**src/rtl/fp32_mul_normround.sv**
```systemverilog
// Normalize / round-to-nearest-even / pack stage that follows the 24x24 mantissa
// multiplier of the FP32 multiply datapath. Two registered stages with valid/ready.
module fp32_mul_normround #(
  parameter bit          ROUND_EN = 1'b1,
  parameter logic [31:0] QNAN     = 32'h7FC0_0000
) (
  input  logic        clk,
  input  logic        rst_n,
  input  logic        in_valid,
  output logic        in_ready,
  input  logic [49:0] in_prod,
  input  logic [9:0]  in_exp_sum,
  input  logic        in_sign,
  input  logic [1:0]  in_class,
  output logic        out_valid,
  input  logic        out_ready,
  output logic [31:0] out_result,
  output logic        out_ovf,
  output logic        out_unf,
  output logic        out_inexact
);

  localparam logic [1:0] CLS_ZERO = 2'b01;
  localparam logic [1:0] CLS_INF  = 2'b10;
  localparam logic [1:0] CLS_NAN  = 2'b11;

  // Stage 1 registers (normalized mantissa, guard/sticky, adjusted exponent)
  logic        r_s1_valid;
  logic [23:0] r_s1_mant;
  logic        r_s1_guard;
  logic        r_s1_sticky;
  logic [9:0]  r_s1_exp;
  logic        r_s1_sign;
  logic [1:0]  r_s1_class;

  // Stage 2 registers (packed result and flags)
  logic        r_s2_valid;
  logic [31:0] r_s2_result;
  logic        r_s2_ovf;
  logic        r_s2_unf;
  logic        r_s2_inexact;

  logic        w_s2_ready;
  logic [23:0] w_s1_mant;
  logic        w_s1_guard;
  logic        w_s1_sticky;
  logic [9:0]  w_s1_exp;

  logic        w_round_up;
  logic [24:0] w_mant_sum;
  logic        w_carry;
  logic [23:0] w_mant_r;
  logic signed [9:0] w_exp_r;
  logic [31:0] w_result;
  logic        w_ovf;
  logic        w_unf;
  logic        w_inexact;
  logic        w_unused;

  assign w_s2_ready = !r_s2_valid || out_ready;
  assign in_ready   = !r_s1_valid || w_s2_ready;

  // The product of two normalized mantissas lies in [1,4), so the leading one
  // sits at bit 47 or bit 46.
  always_comb begin
    if (in_prod[47]) begin
      w_s1_mant   = in_prod[47:24];
      w_s1_guard  = in_prod[23];
      w_s1_sticky = |in_prod[22:0];
      w_s1_exp    = in_exp_sum + 10'd1;
    end else begin
      w_s1_mant   = in_prod[46:23];
      w_s1_guard  = in_prod[22];
      w_s1_sticky = |in_prod[21:0];
      w_s1_exp    = in_exp_sum;
    end
  end

  // NOTE: sequential state uses non-blocking assignments so every register
  // samples pre-edge values, independent of process evaluation order.
  always_ff @(posedge clk or negedge rst_n) begin
    if (!rst_n) begin
      r_s1_valid  <= 1'b0;
      r_s1_mant   <= '0;
      r_s1_guard  <= 1'b0;
      r_s1_sticky <= 1'b0;
      r_s1_exp    <= '0;
      r_s1_sign   <= 1'b0;
      r_s1_class  <= '0;
    end else begin
      if (in_ready) r_s1_valid <= in_valid;
      if (in_valid && in_ready) begin
        r_s1_mant   <= w_s1_mant;
        r_s1_guard  <= w_s1_guard;
        r_s1_sticky <= w_s1_sticky;
        r_s1_exp    <= w_s1_exp;
        r_s1_sign   <= in_sign;
        r_s1_class  <= in_class;
      end
    end
  end

  assign w_round_up = ROUND_EN & r_s1_guard & (r_s1_sticky | r_s1_mant[0]);
  assign w_mant_sum = {1'b0, r_s1_mant} + {24'd0, w_round_up};
  assign w_carry    = w_mant_sum[24];
  assign w_mant_r   = w_carry ? 24'h80_0000 : w_mant_sum[23:0];
  assign w_exp_r    = $signed(r_s1_exp + {9'd0, w_carry});

  // NOTE: every output of this block gets a default first, so no path through
  // the case statement can leave a value unassigned and infer a latch.
  always_comb begin
    w_result  = '0;
    w_ovf     = 1'b0;
    w_unf     = 1'b0;
    w_inexact = 1'b0;
    case (r_s1_class)
      CLS_ZERO: w_result = {r_s1_sign, 31'h0};
      CLS_INF:  w_result = {r_s1_sign, 8'hFF, 23'h0};
      CLS_NAN:  w_result = QNAN;
      default: begin
        w_inexact = r_s1_guard | r_s1_sticky;
        if (w_exp_r >= 10'sd255) begin
          w_result  = {r_s1_sign, 8'hFF, 23'h0};
          w_ovf     = 1'b1;
          w_inexact = 1'b1;
        end else if (w_exp_r <= 10'sd0) begin
          // No subnormal support: anything below the normal range flushes to zero.
          w_result  = {r_s1_sign, 31'h0};
          w_unf     = 1'b1;
          w_inexact = 1'b1;
        end else begin
          w_result = {r_s1_sign, w_exp_r[7:0], w_mant_r[22:0]};
        end
      end
    endcase
  end

  always_ff @(posedge clk or negedge rst_n) begin
    if (!rst_n) begin
      r_s2_valid   <= 1'b0;
      r_s2_result  <= '0;
      r_s2_ovf     <= 1'b0;
      r_s2_unf     <= 1'b0;
      r_s2_inexact <= 1'b0;
    end else begin
      if (w_s2_ready) r_s2_valid <= r_s1_valid;
      if (r_s1_valid && w_s2_ready) begin
        r_s2_result  <= w_result;
        r_s2_ovf     <= w_ovf;
        r_s2_unf     <= w_unf;
        r_s2_inexact <= w_inexact;
      end
    end
  end

  assign out_valid   = r_s2_valid;
  assign out_result  = r_s2_result;
  assign out_ovf     = r_s2_ovf;
  assign out_unf     = r_s2_unf;
  assign out_inexact = r_s2_inexact;

  // Product bits [49:48] are always zero; the hidden bit of the rounded mantissa is implicit.
  assign w_unused = ^{in_prod[49:48], w_mant_r[23]};

endmodule
```
**config.mk**
```make
export PLATFORM = sky130hd
export DESIGN_NAME = fp32_mul_normround
export DESIGN_NICKNAME = d
export VERILOG_FILES = /design/src/rtl/fp32_mul_normround.sv
export SDC_FILE = /design/constraint.sdc
export NUM_CORES = 1
export LEC_CHECK = 0
export BUFFER_PORTS_ARGS = -buffer_cell sky130_fd_sc_hd__buf_2
export CORE_MARGIN = 5
export CORE_UTILIZATION = 48
export CTS_BUF_LIST = sky130_fd_sc_hd__clkbuf_4 sky130_fd_sc_hd__clkbuf_8 sky130_fd_sc_hd__clkbuf_16
export CTS_CLUSTER_DIAMETER = 100
export DETAILED_ROUTE_END_ITERATION = 7
export GPL_TIMING_DRIVEN = 0
export PLACE_DENSITY = 0.76
export SLEW_MARGIN = 20
export SYNTH_ARGS = -nofsm -noshare
export SYNTH_HDL_FRONTEND = slang
export SYNTH_SLANG_ARGS = --single-unit
```
**constraint.sdc**
```tcl
create_clock -name clk -period 3.7 [get_ports clk]
set_clock_uncertainty 0.05 [all_clocks]
set_input_delay 0.185 -clock clk [delete_from_list [all_inputs] [get_ports clk]]
set_output_delay 0.185 -clock clk [all_outputs]
set_load 0.1 [all_outputs]
```
==> flow_summary.yaml, run 1 <==
status:
  status: "complete, no violations"
logic_synthesis:
  yosys-top-cells-area: "dfrtp_1, nand2_1, mux2i_1, o21ai_0, xor2_1"
  post-synth-top-area-cell: "dfrtp_1"
  synth_cell_types: 46
  syn_inst: 450
  synth.avg_cell_area_um2: 9.31
  synth_edf_count: 0
  ys_ff_latch: 76
  synth_xor_area_share_pct: 8.15
  synth_ff_type: "dfrtp_1"
  synth_mux_area_share_pct: 7.05
  async_reset_ff_share_pct: 100
  yosysSeqAreaShare_pct: 45.4
  synth_top_family_by_area: "simple AND/OR/NAND/NOR gates"
  synth_commonest_cells: "nand2_1, dfrtp_1, o21ai_0"
  synthAdderAreaFrac_pct: 1.49
  synth_simple_gate_area_share_pct: 21.9
  synth_top_area_share_pct: 45.4
  synth_nets: 522
  synth_compound_area_share_pct: 12.8
  mappedNetlistArea_um2: 4190
  yosysMostFrequentCell: "nand2_1"
  ys_warn_count: 0
worst_setup_path:
  path_common_cell: "ha_2"
  crit_required_ns: 3.89
  r2r-end: "out_result[25]"
  slowest_delay_ns: 0.54
  crit_path_max_fanout: 7
  start_kind: "flip-flop"
  arrival_ns: 3.70
  reg2regPathDepth: 14
  r2r_setup_slack_ns: 0.19
  cp_slowest_cell: "or4b_4"
  crit_chain: "o21a_1 > ha_2 > ha_4 > nand3_1 > or3_4 > nor4_4 > ha_2 > ha_1 > buf_4 > xnor2_2 > or4b_4 > o211ai_4 > nor3_2 > a211oi_1"
  criticalPathCategory: "flip-flop to flip-flop"
  reg2reg_from: "r_s1_mant[0]"
  end_kind: "flip-flop"
cts:
  cts.clk_slew.worst_paths_ns: 0.08
  cts-buffers-inserted: 9
  clockBufferDepth: 2
  cts_tree: "built"
  clk_latency_ns: 0.34
  cts_max_level: 3
  clock-sinks: 76
  clock-root-buffer: "clkbuf_8"
die:
  initial_core_util_pct: 48.7
  chipWidth_um: 103
  die_h_um: 103
  dieArea_um2: 10700
  rows: 34
  coreArea_um2: 8590
  ios: 104
timing:
  hold_violations: 0
  fin_crit_ns: 3.51
  fmax_mhz: 285
  max-slew-margin-rel_pct: 53.0
  post-route-period-util_pct: 94.8
  finalSetupViolCount: 0
  finalSetupTns_ns: 0
  tightest_slew_ns: 0.705
  drv_slew: 0
global_route:
  grt_usage_pct: 20.1
  antenna_found_initial: 0
  grt_start_max_net_pins: 47
  grt_pass1_wl_um: 16800
  grt-ovfl-total: 0
  grt_pass1_vias: 3541
finish:
  nNetsFinal: 644
  syn2layout_area_growth_pct: 24.6
  drive_above_1_share_pct: 28.4
  final_util_pct: 60.7
  antennaDiodeCount: 0
hold_path:
  hold_depth: 2
  holdPathEnd: "r_s1_sign"
  hold_path.startpoint: "in_sign"
  hold_path.class: "input pin to flip-flop"
routing:
  ant_nets: 0
  drt_iter0_markers: 147
  wl_um: 10500
  vias_per_cell: 5.41
  wl_per_cell_um: 15.4
  vias: 3707
  drc: 0
  drtPass1Iterations: 4
flow_run:
  drv_cap: 0
place:
  gp_congestion: 0.857
  portBuffers: 101
  hpwlAfterDp_um: 8200
pwr:
  ir_worst_vdd_mv: 0.231
  p_per_area_nw_per_um2: 482
  p_leak_nw: 2.36
==> worst max-delay path, delay by kind of cell, from the launching register on <==
family          cells  cell delay, ns
flops               1            0.40
fa+ha+maj           4            0.74
simple gates        5            1.33
compound gates      3            0.66
buf+inv             1            0.15
xor+xnor            1            0.09
==> layer usage <==
metal | vias to the layer above | GRT usage, % | wire length (µm)
met5 | - | 0 | 0
met2 | 88 | 31.9 | 5030
met3 | 12 | 3.42 | 584
li1 | 1850 | - | -
met4 | 0 | 6.67 | 136
met1 | 1757 | 27.9 | 4780
==> how the worst max path moves through the flow <==
stage	to	from	slack, ns
floorplan	out_result[25]	r_s1_mant[0]	0.29
global placement	out_inexact	r_s1_mant[0]	-0.13
detailed placement	out_result[26]	r_s1_mant[0]	-0.17
CTS	out_result[26]	r_s1_mant[0]	0.003
global route	out_result[25]	r_s1_mant[0]	-0.05
finish	out_result[25]	r_s1_mant[0]	0.19
==> area by class of cell <==
cell class              instances  area [µm²]
plain buffers                  28         134
clock buffers                  10         138
clock inverters                 6        38.8
fillers                       755        3370
inverters                       1        3.75
multi-input cells             345        2260
flip-flops and latches         76        1900
well taps                     108         135
repair buffers                111         604
==> cell families (layout without fill, tap and decap cells) <==
kind of cell	after synthesis	after routing
simple gates	188	188
flops	76	76
xor+xnor	39	39
buf+inv	29	156
mux	29	29
compound gates	84	84
fa+ha+maj	5	5
==> registers in the layout (all words and copies together) (netlist names) <==
name and cells:
out_result 32, r_s1_mant 24, r_s1_exp 10, r_s1_class 2
out_inexact 1, out_ovf 1, out_unf 1, out_valid 1
r_s1_guard 1, r_s1_sign 1, r_s1_sticky 1, r_s1_valid 1
==> placed cells by master (no fill, tap or decap), types with 7 or more instances in the layout <==
cell type,n
buf_2,105
clkbuf_8,10
clkbuf_1,10
dfrtp_1,76
nor3_1,7
nand3_1,17
nor2_1,25
nand2_1,85
mux2i_1,25
buf_4,9
xnor2_1,14
nor4_1,12
o21ai_0,42
nand4_1,11
xor2_1,23
o31ai_1,20
==> metrics by stage <==
| step | power [mW] | setup WS (ns) | hold WS (ns) | instances | instance area, µm² |
|---|---|---|---|---|---|
| final | 2.52 | 0.194 | 0.0150 | 685 | 5220 |
| after global routing | 2.64 | -0.0488 | 0.0151 | 685 | 5220 |
| after CTS | 2.50 | 0.00329 | 0.00437 | 682 | 5120 |
| after detailed placement | 1.93 | -0.173 | 0.0994 | 660 | 4850 |
| after global placement | 1.90 | -0.133 | 0.339 | 659 | 4830 |
| after floorplan | 1.71 | 0.286 | -0.161 | 450 | 4190 |
==> power breakdown <==
group	leakage, nW	switching [mW]	internal [mW]
clock	0.0885	0.310	0.260
sequential	0.952	0.0991	0.945
combinational	1.32	0.678	0.224
==> repair_timing <==
item                                    CTS  global route
hold buffers                              2             0
endpoints found under the setup margin   31            33
endpoints found under the hold margin    31             0
pin swaps                                 4             6
buffers inserted                          4             3
gates resized for setup                   9            13
Note: power is estimated with default switching activity, not from simulation.
==> run 2, diff against run 1 <==
Settings changed: PLACE_DENSITY 0.76 to not set, PLACE_DENSITY_LB_ADDON set to 0.3, SLEW_MARGIN 20 to not set.
==> run 2 against run 1 <==
Sequential share of layout area decreased by 0.22 points. Utilization increased by 0.36 points. Power increased by 3.2%. Via count increased by 0.38%. Highest routed layer unchanged. Maximum frequency decreased by 1.5%. Critical endpoint is now out_result[6]. Cell area increased by 0.60%. Wire length decreased by 1.1%. Non-clock buffer count decreased by 1. Sequential cell count unchanged. Worst setup slack got worse by 0.052 ns.
==> flow_summary.yaml, run 2 (same netlist as run 1, synthesis figures left out) <==
status:
  status: "complete, no violations"
finish:
  layout_commonest_cell: "buf_2"
  final_cell_mix: "buf_2, nand2_1, dfrtp_1, o21ai_0"
  multi_input_area_um2: 2260
  largest_register_ffs: 32
  seqCellArea_um2: 1900
  syn2layout_area_growth_pct: 25.4
  final_util_pct: 61.1
  antennaDiodeCount: 0
  drive_above_1_share_pct: 28.5
  nNetsFinal: 643
  fillCellCount: 767
die:
  ios: 104
  dieArea_um2: 10700
  coreArea_um2: 8590
  initial_core_util_pct: 48.7
  die_h_um: 103
  chipWidth_um: 103
  rows: 34
routing:
  ant_nets: 0
  wl_um: 10400
  drtPass1Iterations: 4
  wl_per_cell_um: 15.2
  drt_iter0_markers: 148
  vias_per_cell: 5.44
  drc: 0
  vias: 3721
worst_setup_path:
  arrival_ns: 3.73
  crit_path_max_fanout: 10
  r2r-end: "out_result[6]"
  criticalPathCategory: "flip-flop to flip-flop"
  crit_required_ns: 3.87
  reg2regPathDepth: 15
  reg2reg_from: "r_s1_mant[0]"
  slowest_delay_ns: 0.45
  end_kind: "flip-flop"
  cp_slowest_cell: "or3_4"
  r2r_setup_slack_ns: 0.14
  start_kind: "flip-flop"
  crit_start: "r_s1_mant[0]"
  crit_chain: "o21a_1 > ha_2 > ha_4 > nand3_1 > or3_4 > nor4_4 > ha_2 > ha_1 > buf_4 > xor2_1 > or4_1 > a22oi_2 > mux2_2 > buf_4 > o31ai_1"
hold_path:
  hold_depth: 2
  holdPathEnd: "r_s1_sign"
  hold_path.class: "input pin to flip-flop"
  hold_path.startpoint: "in_sign"
place:
  gp_congestion: 0.818
  portBuffers: 101
  hpwlAfterDp_um: 8130
timing:
  finalSetupViolCount: 0
  timing.hold.ws_ns: 0.0222
  hold_violations: 0
  tightest_slew_ns: 0.755
  max-slew-margin-rel_pct: 49.7
  fin_crit_ns: 3.56
  fmax_mhz: 281
  drv_slew: 0
  finalSetupTns_ns: 0
  post-route-period-util_pct: 96.2
cts:
  cts_max_level: 3
  cts.clk_slew.worst_paths_ns: 0.08
  clock-root-buffer: "clkbuf_8"
  clock-sinks: 76
  cts-buffers-inserted: 9
  cts_tree: "built"
  clockBufferDepth: 2
  clk_latency_ns: 0.35
global_route:
  grt_pass1_vias: 3595
  grt_usage_pct: 20.1
  grt_start_max_net_pins: 48
  grt-ovfl-total: 0
  grt_pass1_wl_um: 16800
  antenna_found_initial: 0
pwr:
  p_leak_nw: 2.38
  p_per_area_nw_per_um2: 494
  ir_worst_vdd_mv: 0.237
  p_total_mw: 2.60
flow_run:
  drv_cap: 0
[run 2: worst max-delay path: cells and delay by family, from the launching register on]
kind | cells | cell delay, ns
adders and majority gates | 4 | 0.77
and+or+nand+nor | 4 | 1.12
xor gates and xnor gates | 1 | 0.07
muxes | 1 | 0.24
DFF | 1 | 0.41
AOI/OAI and AO/OA | 3 | 0.45
buffers and inverters | 2 | 0.33
[run 2: metal layers]
metal  vias to the layer above  share of wire, %  track usage [%]
met3                         9               7.1             4.29
li1                       1848                 -                -
met1                      1748                46             28.2
met4                         0               1.1             6.18
met2                       116                46             31.2
met5                         -                 0                0
[run 2: worst max-delay path by stage]
stage | end | cells past startpoint
after floorplan | out_result[25] | 14
after global placement | out_result[26] | 14
after detailed placement | out_result[26] | 14
after CTS | out_inexact | 14
after global routing | out_result[6] | 14
final | out_result[6] | 15
[run 2: timing repair]
item                       4_1_cts  5_1_grt
setup buffers                    0        5
pin swaps                        4        7
resized for setup               14        9
hold buffers                     2        1
hold endpoints to repair        30        1
setup endpoints to repair       29       33
[run 2: area by class of cell]
| class | instances | area share (%) |
|---|---|---|
| clock inverters | 4 | 0.905 |
| repair buffers | 110 | 11.5 |
| plain buffers | 28 | 2.60 |
| multi-input cells | 345 | 43.1 |
| flip-flops and latches | 76 | 36.2 |
| inverters | 1 | 0.0715 |
| clock buffers | 12 | 3.03 |
| well taps | 108 | 2.57 |
[run 2: per-stage QoR]
stage / area [µm²] / setup slack [ns] / instances
3_3_place_gp: 4830 / -0.0877 / 659
6_report: 5250 / 0.142 / 684
3_5_place_dp: 4860 / -0.195 / 660
4_1_cts: 5150 / 0.00123 / 678
2_1_floorplan: 4190 / 0.286 / 450
5_1_grt: 5250 / -0.00228 / 684
[run 2: power breakdown]
group          leakage (nW)  switching, mW  internal (mW)
logic                  1.32          0.673          0.223
registers             0.952         0.0995          0.945
clock network         0.106          0.302          0.354
